<file path="src/rtl/fetch_stage.sv">
// fetch_stage: instruction-fetch stage of a 3-stage RISC-V pipeline.
//
// Owns the fetch PC (pc_f) and the instruction-memory request/response
// handshake, and drives the IF/DE pipeline register into decode.
// At most one memory request is outstanding.
//
// Ports:
//   clk          in   1   rising-edge clock
//   rst_n        in   1   asynchronous active-low reset
//   stall_d      in   1   decode cannot accept; hold IF/DE
//   redirect     in   1   execute resolved a taken branch / jump
//   redirect_pc  in  32   redirect target (bits [1:0] ignored)
//   imem_req     out  1   fetch request valid
//   imem_addr    out 32   fetch address (pc_f)
//   imem_gnt     in   1   memory accepted the request
//   imem_rvalid  in   1   response valid (in order, >=1 cycle after grant)
//   imem_rdata   in  32   instruction word
//   instr_d      out 32   IF/DE instruction
//   pc_d         out 32   IF/DE PC of instr_d
//   valid_d      out  1   IF/DE holds a real instruction
module fetch_stage #(
    parameter logic [31:0] RESET_PC  = 32'h0000_0000,
    parameter logic [31:0] NOP_INSTR = 32'h0000_0013
) (
    input  logic        clk,
    input  logic        rst_n,
    input  logic        stall_d,
    input  logic        redirect,
    input  logic [31:0] redirect_pc,
    output logic        imem_req,
    output logic [31:0] imem_addr,
    input  logic        imem_gnt,
    input  logic        imem_rvalid,
    input  logic [31:0] imem_rdata,
    output logic [31:0] instr_d,
    output logic [31:0] pc_d,
    output logic        valid_d
);

    // REQ: request pending; WAIT: granted, awaiting data;
    // DROP: awaiting a response that must be discarded; HOLD: data parked for decode.
    typedef enum logic [1:0] {
        ST_REQ  = 2'd0,
        ST_WAIT = 2'd1,
        ST_DROP = 2'd2,
        ST_HOLD = 2'd3
    } state_e;

    state_e      state_q,      state_d;
    logic [31:0] pc_f_q,       pc_f_d;
    logic [31:0] hold_instr_q, hold_instr_d;
    logic [31:0] hold_pc_q,    hold_pc_d;
    logic [31:0] instr_d_q,    instr_d_d;
    logic [31:0] pc_d_q,       pc_d_d;
    logic        valid_d_q,    valid_d_d;

    logic        load_s;
    logic [31:0] load_instr_s;
    logic [31:0] load_pc_s;
    logic [31:0] pc_plus4_s;
    logic [31:0] redir_pc_s;

    assign pc_plus4_s = pc_f_q + 32'd4;           // wraps modulo 2^32
    assign redir_pc_s = {redirect_pc[31:2], 2'b00};

    // A redirect suppresses the request so the stale address is never granted.
    assign imem_req  = rst_n && (state_q == ST_REQ) && !redirect;
    assign imem_addr = pc_f_q;
    assign instr_d   = instr_d_q;
    assign pc_d      = pc_d_q;
    assign valid_d   = valid_d_q;

    // Next-state, next-PC, hold buffer and IF/DE load selection.
    always_comb begin
        state_d      = state_q;
        pc_f_d       = pc_f_q;
        hold_instr_d = hold_instr_q;
        hold_pc_d    = hold_pc_q;
        load_s       = 1'b0;
        load_instr_s = imem_rdata;
        load_pc_s    = pc_f_q;

        case (state_q)
            ST_REQ: begin
                if (redirect) begin
                    pc_f_d = redir_pc_s;
                end else if (imem_gnt) begin
                    state_d = ST_WAIT;
                end else begin
                    state_d = ST_REQ;
                end
            end
            ST_WAIT: begin
                if (imem_rvalid) begin
                    if (redirect) begin
                        pc_f_d  = redir_pc_s;
                        state_d = ST_REQ;
                    end else if (stall_d) begin
                        hold_instr_d = imem_rdata;
                        hold_pc_d    = pc_f_q;
                        pc_f_d       = pc_plus4_s;
                        state_d      = ST_HOLD;
                    end else begin
                        load_s  = 1'b1;
                        pc_f_d  = pc_plus4_s;
                        state_d = ST_REQ;
                    end
                end else if (redirect) begin
                    // Response still in flight: it must be swallowed in DROP.
                    pc_f_d  = redir_pc_s;
                    state_d = ST_DROP;
                end else begin
                    state_d = ST_WAIT;
                end
            end
            ST_DROP: begin
                if (redirect) begin
                    pc_f_d = redir_pc_s;
                end else begin
                    pc_f_d = pc_f_q;
                end
                if (imem_rvalid) begin
                    state_d = ST_REQ;
                end else begin
                    state_d = ST_DROP;
                end
            end
            ST_HOLD: begin
                if (redirect) begin
                    pc_f_d  = redir_pc_s;
                    state_d = ST_REQ;
                end else if (!stall_d) begin
                    load_s       = 1'b1;
                    load_instr_s = hold_instr_q;
                    load_pc_s    = hold_pc_q;
                    state_d      = ST_REQ;
                end else begin
                    state_d = ST_HOLD;
                end
            end
            default: begin
                state_d = ST_REQ;
            end
        endcase
    end

    // IF/DE next value: flush beats stall, stall beats load, otherwise bubble.
    always_comb begin
        instr_d_d = instr_d_q;
        pc_d_d    = pc_d_q;
        valid_d_d = valid_d_q;
        if (redirect) begin
            instr_d_d = NOP_INSTR;
            valid_d_d = 1'b0;
        end else if (stall_d) begin
            valid_d_d = valid_d_q;
        end else if (load_s) begin
            instr_d_d = load_instr_s;
            pc_d_d    = load_pc_s;
            valid_d_d = 1'b1;
        end else begin
            instr_d_d = NOP_INSTR;
            valid_d_d = 1'b0;
        end
    end

    // State, PC, hold buffer and IF/DE registers.
    always_ff @(posedge clk or negedge rst_n) begin
        if (!rst_n) begin
            state_q      <= ST_REQ;
            pc_f_q       <= RESET_PC;
            hold_instr_q <= 32'd0;
            hold_pc_q    <= 32'd0;
            instr_d_q    <= NOP_INSTR;
            pc_d_q       <= 32'd0;
            valid_d_q    <= 1'b0;
        end else begin
            state_q      <= state_d;
            pc_f_q       <= pc_f_d;
            hold_instr_q <= hold_instr_d;
            hold_pc_q    <= hold_pc_d;
            instr_d_q    <= instr_d_d;
            pc_d_q       <= pc_d_d;
            valid_d_q    <= valid_d_d;
        end
    end

endmodule

</file>
<file path="config.mk">
export PLATFORM = sky130hd
export DESIGN_NAME = fetch_stage
export DESIGN_NICKNAME = d
export VERILOG_FILES = /design/src/rtl/fetch_stage.sv
export SDC_FILE = /design/constraint.sdc
export NUM_CORES = 1
export LEC_CHECK = 0
export ABC_AREA = 1
export CORE_MARGIN = 2
export CORE_UTILIZATION = 40
export CTS_BUF_LIST = sky130_fd_sc_hd__clkbuf_8
export DETAILED_ROUTE_END_ITERATION = 7
export PLACE_DENSITY = 0.69
export SYNTH_ARGS = -nofsm -noshare
export SYNTH_HDL_FRONTEND = slang
export SYNTH_SLANG_ARGS = --single-unit
</file>
<file path="constraint.sdc">
create_clock -name clk -period 1.8 [get_ports clk]
set_input_delay 0.27 -clock clk [delete_from_list [all_inputs] [get_ports clk]]
set_output_delay 0.27 -clock clk [all_outputs]
set_load 0.02 [all_outputs]
</file>
==> key figures <==
Worst setup path
  – Reg2reg end: imem_addr[24]
  – Worst setup SP type: register
  – R2r worst-path depth: 7
  – Data required time of the worst path: approximately 1.5 ns
  – Largest stage delay on the critical path: 0.64 ns
  – Worst Setup End Kind: primary output
  – CP max-delay cell: clkdlybuf4s50_1
  – Critical path depth: 1
  – Critical path buffer and inverter count: 1
  – Type of the worst setup path: register to primary output
  – Crit path DAT: between 1 and 1.5 ns
  – Cell family with most CP delay: buffers and inverters
  – Critical path, cell by cell: clkdlybuf4s50_1
  – R2r setup slk: 0.10 ns
  – Critical path peak fanout: 2
  – Reg2Reg Launch Point: imem_addr[3]

Timing
  – Final Max Tran Viols: 0
  – Max frequency: around 0.58 GHz
  – Setup repair after global routing missed its margin: false
  – Worst slew margin relative to its limit: 41.07%
  – Fin crit share: 95.81%
  – Hold WS: -0.03742 ns
  – Worst Tran Pin Value: approximately 0.88 ns
  – Setup violations, final: 0
  – Min Tclk post-route: 1.725 ns
  – Final Hold Viols: 39
  – Worst Skew: between 0.01 and 0.015 ns

Pwr
  – P_int: between 8 and 9 mW
  – Clock Power Share: 23.1%
  – Sw Pwr: 4.147 mW
  – Comb power frac: 32.3%
  – Net Sw Frac: 33.97%
  – VDD IR-drop max: 0.6205 mV
  – Pwr/cell area: approximately 1200 mW/mm²
  – Static Leakage: about 4.6 nW
  – Part of the power in registers: 44.6%

Outcome
  – Failing checks: negative hold slack
  – Status: finished with violations

Route
  – DRT antenna net count: 0
  – Via density: 5.023
  – Post-DR wirelength/cell: 15.08 µm
  – Number of DRC markers in iteration 0: 422
  – Residual DRC: 0
  – Detailed Routing Iterations Pass 1: 5
  – DRT Wirelength: 19,880 µm
  – Vias: 6,620

Place
  – HPWL Detailed: 13,330 µm
  – GPL Wtd Cong: 0.8286
  – DP Area: 0.009575 mm²
  – Placed Cells: ~1,300
  – Port-buffer cells: 165

Cells and area
  – Most frequent cells in the layout: nand2_1 (284), dfrtp_1 (159), clkdlybuf4s50_1 (129), nor2_1 (90), inv_1 (67)
  – Post-Layout Cell Count: 1,318
  – Post-route cell area: between 0.009 and 0.01 mm²
  – Antenna Cells: 0
  – Share of post-route cells with drive strength above 1: 9.502%
  – Area grow syn2layout: 31.73%
  – Commonest non-fill, non-tap cell in the layout: nand2_1
  – Final nets: approximately 1,100

Synthesis
  – Async set-reset flop share out of synthesis: 100.0%
  – Yosys cell types: 37
  – Leading area contributor after synthesis: dfrtp_1
  – Post-synthesis mux area share: 2.612%
  – Commonest register cell after synthesis: dfrtp_1
  – Post-synthesis net count: 972
  – Synthesized area: 0.007567 mm²
  – Cells after Synth: 901
  – Largest family of logic cells by synthesized area: simple AND/OR/NAND/NOR gates
  – XOR/XNOR share of the synthesized area: 0.4630%
  – Synth Area per Inst: approximately 8.4 µm²
  – Simple-Gate Fraction of Synth Area: a little under a quarter
  – Post-synthesis adder-cell area fraction: 0.1653%
  – Top cell type's share of synthesized area: 52.91%
  – Synth area leaders: dfrtp_1 (53%), nand2_1 (14%), nor2_1 (4.6%)
  – Seq/Total Area, Yosys: 53.95%
  – Compound-Gate Fraction of Synth Area: 12.35%
  – Post-synthesis register bit count: 163
  – Number of synthesized flops with an enable pin: 0
  – Synth warn: 0

Clock network
  – Clock Tree Root: clkbuf_8
  – Clock Path Buffers: 2
  – H-tree depth: 4
  – TritonCTS Buffers: 17
  – Worst-Skew Late Latency: 0.46 ns
  – CTS tree: done
  – Total clock sinks: between 150 and 200
  – Clock-pin slew on the worst setup and hold paths: 0.08 ns
  – Count of hold-fix buffers inserted at cts: 0

Floorplan
  – Initial Util: 40.59%
  – # rows: 50
  – Die Footprint: 0.02004 mm²
  – Chip width: around 140 µm
  – Core box area: 0.01864 mm²
  – I/O Pins: 168
  – Die Ht: 141.5 µm

Global routing
  – First-pass GRT wire length: 32,260 µm
  – GR Util All Layers: 20.35%
  – Vias in the first global route: 6,267
  – Initial antenna violation count: 0
  – Total congestion overflow: 0
  – Largest net degree at the start of global routing: ~160

Min path
  – Worst Hold Class: input port to async pin

Job
  – Max-cap violations: 0
[state kept, by name, indices dropped and copies added (netlist names)]
register,flops
hold_instr_q,32
hold_pc_q,32
state_q,2
pc_d,32
valid_d,1
imem_addr,32
instr_d,32
[worst reg2reg max path, stage by stage, from the launching register on]
cell,delay (ns)
dfrtp_1,0.41
ha_1,0.20
nand3_1,0.16
nor2_1,0.34
and3_1,0.31
nand2_1,0.07
nand2_1,0.06
nand2_1,0.04
[through the flow]
stage	setup slack [ns]	TNS (ns)	hold slack [ns]	utilization, %	total power [mW]
floorplan	0.2422	0	-0.02559	-	7.709
global placement	-0.04569	-0.05533	0.4620	51.36	9.416
detailed placement	-0.06085	-1.024	0.4650	51.36	9.539
CTS	0.0005321	0	0.03694	53.38	12.33
global route	0.007472	0	0.04652	53.47	12.98
finish	0.07544	0	-0.03742	53.47	12.21
[per-layer routing]
metal  up-vias  share of wire [%]  GRT usage (%)  routed length, µm
met4         0                1.4          6.053                277
met2       185                 45          31.60               9010
met1      3127                 48          29.05               9613
met5         -                  0              0                  0
li1       3286                  -              -                  -
met3        22                4.9          3.982                981
[how the worst max path moves through the flow]
stage               endpoint  slack (ns)          start
2_1_floorplan  imem_addr[30]        0.24   imem_addr[3]
3_3_place_gp   imem_addr[13]       -0.05    imem_rvalid
3_5_place_dp   imem_addr[13]       -0.06    imem_rvalid
4_1_cts        imem_addr[21]      0.0005  imem_addr[21]
5_1_grt        imem_addr[29]       0.007  imem_addr[12]
6_report            pc_d[31]        0.08       pc_d[31]
[final cells by class]
cell class              instances  area [µm²]
multi-input cells             621        2960
clock buffers                  20       275.3
repair buffers                199        1956
well taps                     234       292.8
fillers                      1740        8675
clock inverters                11       136.4
flip-flops and latches        163        4084
inverters                      70       264.0
[cell usage after synthesis, types with 4 or more instances]
cell type	count
nand2_1	285
inv_1	65
a21oi_1	29
nor2_2	5
nor3_1	11
mux2_2	11
mux2i_1	4
nor2_1	93
dfrtp_1	160
buf_4	11
nand3_1	21
nand4_1	7
o21ai_0	64
a31oi_1	35
inv_2	5
buf_2	17
buf_6	5
clkbuf_1	12
o211ai_1	29
[power by group through the flow]
stage	registers (mW)	logic, mW	clock network (mW)
after CTS	5.45	3.99	2.89
after global placement	5.49	3.93	0
after detailed placement	5.52	4.02	0
after floorplan	5.96	1.75	0
final	5.45	3.95	2.81
after global routing	5.59	4.37	3.01
[cell families after synthesis]
family / after synthesis
flip-flops: 163
buffers and inverters: 117
adder cells (fa/ha/maj): 1
XOR/XNOR: 4
AND/OR/NAND/NOR: 436
multiplexers: 18
AO/OA/AOI/OAI: 162
[repair_timing]
item	in CTS	in global routing
buffers inserted	0	0
gates resized for setup	33	12
setup endpoints to repair	31	11
(Power assumes the default switching activity.)
